File: src/rtl/comparator_sweep_driver.sv
// Stimulus/capture driver for a 4-input comparator: sweeps all 16 input vectors,
// holds each for HOLD_CYCLES, samples the result and builds a truth-table word plus ones count.
module comparator_sweep_driver #(
  parameter int HOLD_CYCLES = 4,
  parameter int CNT_W       = 8
) (
  input  logic        clk,
  input  logic        rst,
  input  logic        start,
  output logic        a,
  output logic        b,
  output logic        c,
  output logic        d,
  input  logic        cmp_out,
  output logic        busy,
  output logic        done,
  output logic [15:0] result,
  output logic [4:0]  ones_count
);

  if (HOLD_CYCLES < 1 || HOLD_CYCLES > 255) begin : g_bad_hold
    $error("comparator_sweep_driver: HOLD_CYCLES must be in 1..255");
  end
  if ((HOLD_CYCLES - 1) > ((2 ** CNT_W) - 1)) begin : g_bad_cnt_w
    $error("comparator_sweep_driver: CNT_W too narrow for HOLD_CYCLES-1");
  end

  localparam logic [CNT_W-1:0] LP_CNT_LAST = CNT_W'(HOLD_CYCLES - 1);

  typedef enum logic [1:0] {
    S_IDLE   = 2'd0,
    S_APPLY  = 2'd1,
    S_SAMPLE = 2'd2,
    S_DONE   = 2'd3
  } state_t;

  state_t           r_state, w_state_nxt;
  logic [3:0]       r_vec, w_vec_nxt;
  logic [CNT_W-1:0] r_cnt, w_cnt_nxt;
  logic [15:0]      r_result, w_result_nxt;
  logic [4:0]       r_ones, w_ones_nxt;
  logic [3:0]       r_abcd, w_abcd_nxt;
  logic             r_busy, w_busy_nxt;
  logic             r_done, w_done_nxt;

  always_comb begin
    w_state_nxt  = r_state;
    w_vec_nxt    = r_vec;
    w_cnt_nxt    = r_cnt;
    w_result_nxt = r_result;
    w_ones_nxt   = r_ones;

    case (r_state)
      S_IDLE: begin
        if (start) begin
          w_state_nxt  = S_APPLY;
          w_vec_nxt    = 4'd0;
          w_cnt_nxt    = '0;
          w_result_nxt = 16'h0000;
          w_ones_nxt   = 5'd0;
        end
      end
      S_APPLY: begin
        // cmp_out is deliberately not looked at here: the comparator may still be settling
        if (r_cnt == LP_CNT_LAST) begin
          w_state_nxt = S_SAMPLE;
        end else begin
          w_cnt_nxt = r_cnt + CNT_W'(1);
        end
      end
      S_SAMPLE: begin
        w_result_nxt[r_vec] = cmp_out;
        w_ones_nxt          = r_ones + {4'd0, cmp_out};
        if (r_vec == 4'd15) begin
          w_state_nxt = S_DONE;
        end else begin
          w_vec_nxt   = r_vec + 4'd1;
          w_cnt_nxt   = '0;
          w_state_nxt = S_APPLY;
        end
      end
      S_DONE: begin
        w_state_nxt = S_IDLE;
      end
      default: begin
        w_state_nxt = S_IDLE;
      end
    endcase

    // Outputs are registered from the next-state view so they line up with the state they describe
    w_busy_nxt = (w_state_nxt == S_APPLY) || (w_state_nxt == S_SAMPLE);
    w_done_nxt = (w_state_nxt == S_DONE);
    w_abcd_nxt = w_busy_nxt ? w_vec_nxt : 4'd0;
  end

  always_ff @(posedge clk) begin
    if (rst) begin
      r_state  <= S_IDLE;
      r_vec    <= 4'd0;
      r_cnt    <= '0;
      r_result <= 16'h0000;
      r_ones   <= 5'd0;
      r_abcd   <= 4'd0;
      r_busy   <= 1'b0;
      r_done   <= 1'b0;
    end else begin
      r_state  <= w_state_nxt;
      r_vec    <= w_vec_nxt;
      r_cnt    <= w_cnt_nxt;
      r_result <= w_result_nxt;
      r_ones   <= w_ones_nxt;
      r_abcd   <= w_abcd_nxt;
      r_busy   <= w_busy_nxt;
      r_done   <= w_done_nxt;
    end
  end

  assign {a, b, c, d} = r_abcd;
  assign busy         = r_busy;
  assign done         = r_done;
  assign result       = r_result;
  assign ones_count   = r_ones;

endmodule

File: config.mk
export PLATFORM = sky130hd
export DESIGN_NAME = comparator_sweep_driver
export DESIGN_NICKNAME = d
export VERILOG_FILES = /design/src/rtl/comparator_sweep_driver.sv
export SDC_FILE = /design/constraint.sdc
export NUM_CORES = 1
export LEC_CHECK = 0
export ABC_AREA = 1
export CAP_MARGIN = 0
export CORE_ASPECT_RATIO = 0.5
export CORE_MARGIN = 8
export CORE_UTILIZATION = 30
export CTS_CLUSTER_DIAMETER = 80
export DETAILED_ROUTE_END_ITERATION = 10
export GPL_TIMING_DRIVEN = 0
export HOLD_SLACK_MARGIN = 0.12
export REMOVE_ABC_BUFFERS = 1
export SLEW_MARGIN = 25
export SYNTH_ARGS = -nofsm -noshare
export SYNTH_HDL_FRONTEND = slang
export SYNTH_SLANG_ARGS = --single-unit
File: constraint.sdc
create_clock -name clk -period 4.3 [get_ports clk]
set_clock_uncertainty 0.15 [all_clocks]
set_input_delay 1.29 -clock clk [delete_from_list [all_inputs] [get_ports clk]]
set_output_delay 1.29 -clock clk [all_outputs]
set_load 0.01 [all_outputs]
==> reports/qor.csv <==
metric,value,unit
Iter 0 DRT Violations,151,
gr ovfl total,0,
CTS root buf,clkbuf_16,
clk sinks,41,
Synth Cell Area,2020,um2
most common cell in the netlist,nand2_1,
top_reg_cell synth,dfxtp_1,
Reg area,821,um2
hold depth,2,
total track usage,10.0,%
# IOs,31,
Slew Limit Headroom,55.0,%
hold-critical path endpoint,result[13],
Hold Crit Start,result[13],
Starting Density,30.6,%
core region area,6600,um2
"Reg clk slew, reported paths",0.06,ns
layout cells sized above 1,4.40,%
die height,74.0,um
synth unique cells,22,
synth cell count leaders,"nand2_1 (82), dfxtp_1 (41), a21oi_1 (33)",
TritonCTS buffer count,5,
setup violators final,0,
drt drc,0,
Peak VDD IR,0.137,mV
CTS tree,yes,
met3 GRT Util,2.16,%
# Max-Cap Violations,0,
Post-Route WL,4720,um
Final Max Slew Viols,0,
via density per instance,4.62,
R2R Setup Slk,2.02,ns
clk_lat worst skew,0.28,ns
Chip Width,132,um
largest area contributor in the netlist,dfxtp_1,
synth top area cells,"dfxtp_1 (41%), nand2_1 (15%), a21oi_1 (8.2%)",
worst r2r path cells,11,
CTS Buffer Depth,2,
period utilization,64.9,%
post-synth top area share,40.7,%
drt first pass iters,4,
#FFs+latches synth,41,
Die Area,9760,um2
Filler cells,664,
post-DP HPWL,3330,um
GR peak layer,met2,
hold crit path type,reg2reg,
IO Port Bufs,30,
area used by multi-input combinational logic,1010,um2
Critical R2R Launch,r_state[1],
diode count,0,
status,completed,
Post-CTS Setup Bufs,0,
Vias,1896,
Post-CTS Hold Buffers,0,
NumNets Final,330,
antenna violations before repair,0,
FF-to-FF End,r_abcd[2],
largest net degree at the start of global routing,37,
Leak Pwr,0.950,nW
Critical Path Start Type,input port,
Syn Inst Count,291,
met2 Usage GRT,18.1,%
first-pass GRT wire length,8160,um
Critical Path AT,2.85,ns
crit path max fanout,3,
endpoints failing hold,0,
worst slew pin tran,0.674,ns
vias in the first global route,1808,
number of synthesized flops with an enable pin,0,
sequential-to-total area share from yosys stat,40.7,%
H-tree depth,2,
WS Path Type,in2reg,
"Async S/R FF share, synth",0,%
CP required,4.36,ns
area grow syn2layout,24.8,%
Placer Congestion,0.713,
minimum clock period,2.79,ns
DP Area,2370,um2
CTS resizes,0,
crit end category,flip-flop,
Row Count,21,
Mapped Avg Cell Area,6.93,um2
FMAX,359,MHz
setup TNS,0,ns
"Warnings, synthesis",0,
post-route cell area,2520,um2
ANT nets after route,0,
DR WL/cell,11.5,um
Power per Cell Area,318,nW/um2
met1 usage,11.5,%
RSZ-0062 raised after global routing,false,
==> metal layers <==
metal  share of wire [%]  wire length [um]  up-vias
met5                   0                 0        -
met4                 1.2                59        0
met3                 2.6               121        4
met2                  48              2250       20
met1                  48              2290      875
li1                    -                 -      997
==> critical path, cell delays in order <==
cell and delay [ns]:
clkdlybuf4s50_1 0.41, nand2_1 0.12, nand3_1 0.18, o21ai_0 0.15
inv_1 0.07, ha_1 0.27, inv_1 0.05, nor2_1 0.12
inv_1 0.09, a21oi_1 0.11
==> kinds of logic after synthesis <==
family	count (synthesis)	share of synthesized area (%)
AO/OA/AOI/OAI	50	12.6
XOR/XNOR	1	0.435
adder cells (fa/ha/maj)	8	4.97
buffers and inverters	46	9.31
flip-flops	41	40.7
AND/OR/NAND/NOR	145	32.0
==> cells in the final DEF, fill, tap and decap left out, drive strengths merged <==
cell	netlist	routed
a21oi	33	33
buf	3	1
clkbuf	7	7
clkdlybuf4s50	0	29
clkinv	2	2
dfxtp	41	41
ha	8	8
inv	34	34
nand2	83	83
nand3	27	27
nand3b	1	1
nand4	12	12
nor2	22	22
o21a	1	1
o21ai	15	15
o22ai	1	1
xor2	1	1
==> registers in the layout, summed over array words and instances, names as in the netlist <==
name,count
busy,1
r_state,2
ones_count,5
result,16
r_vec,4
r_cnt,8
done,1
r_abcd,4
==> per-stage QoR <==
step / utilization (%) / hold WS, ns / worst slack (ns) / cells / power [mW]
6_report: 38.2 / 0.311 / 1.51 / 410 / 0.799
5_1_grt: 38.2 / 0.329 / 1.34 / 410 / 0.830
4_1_cts: 38.2 / 0.316 / 1.49 / 410 / 0.806
3_5_place_dp: 36.0 / 0.307 / 1.22 / 403 / 0.434
3_3_place_gp: 36.1 / 0.300 / 0.968 / 403 / 0.434
2_1_floorplan: - / 0.298 / 1.81 / 281 / 0.418
==> worst max-delay path by stage <==
stage / start / end / slack (ns) / cells after the start
floorplan: start / r_abcd[1] / 1.81 / 9
global placement: rst / r_abcd[1] / 0.97 / 4
detailed placement: start / r_abcd[1] / 1.22 / 10
CTS: start / r_abcd[1] / 1.49 / 10
global route: start / r_abcd[2] / 1.34 / 10
finish: start / r_abcd[1] / 1.51 / 10
==> where the power goes <==
group,total (mW),switching (mW),internal (mW)
Combinational,0.0401,0.0281,0.0119
Clock,0.374,0.146,0.228
Sequential,0.386,0.00260,0.383
==> final cells by class <==
class,instances,share of cell area [%]
clock buffer,7,5.67
inverter,36,5.37
multi-input combinational,204,40.0
sequential,41,32.6
tap,92,4.57
timing repair buffer,30,11.7
(Power assumes the default switching activity.)
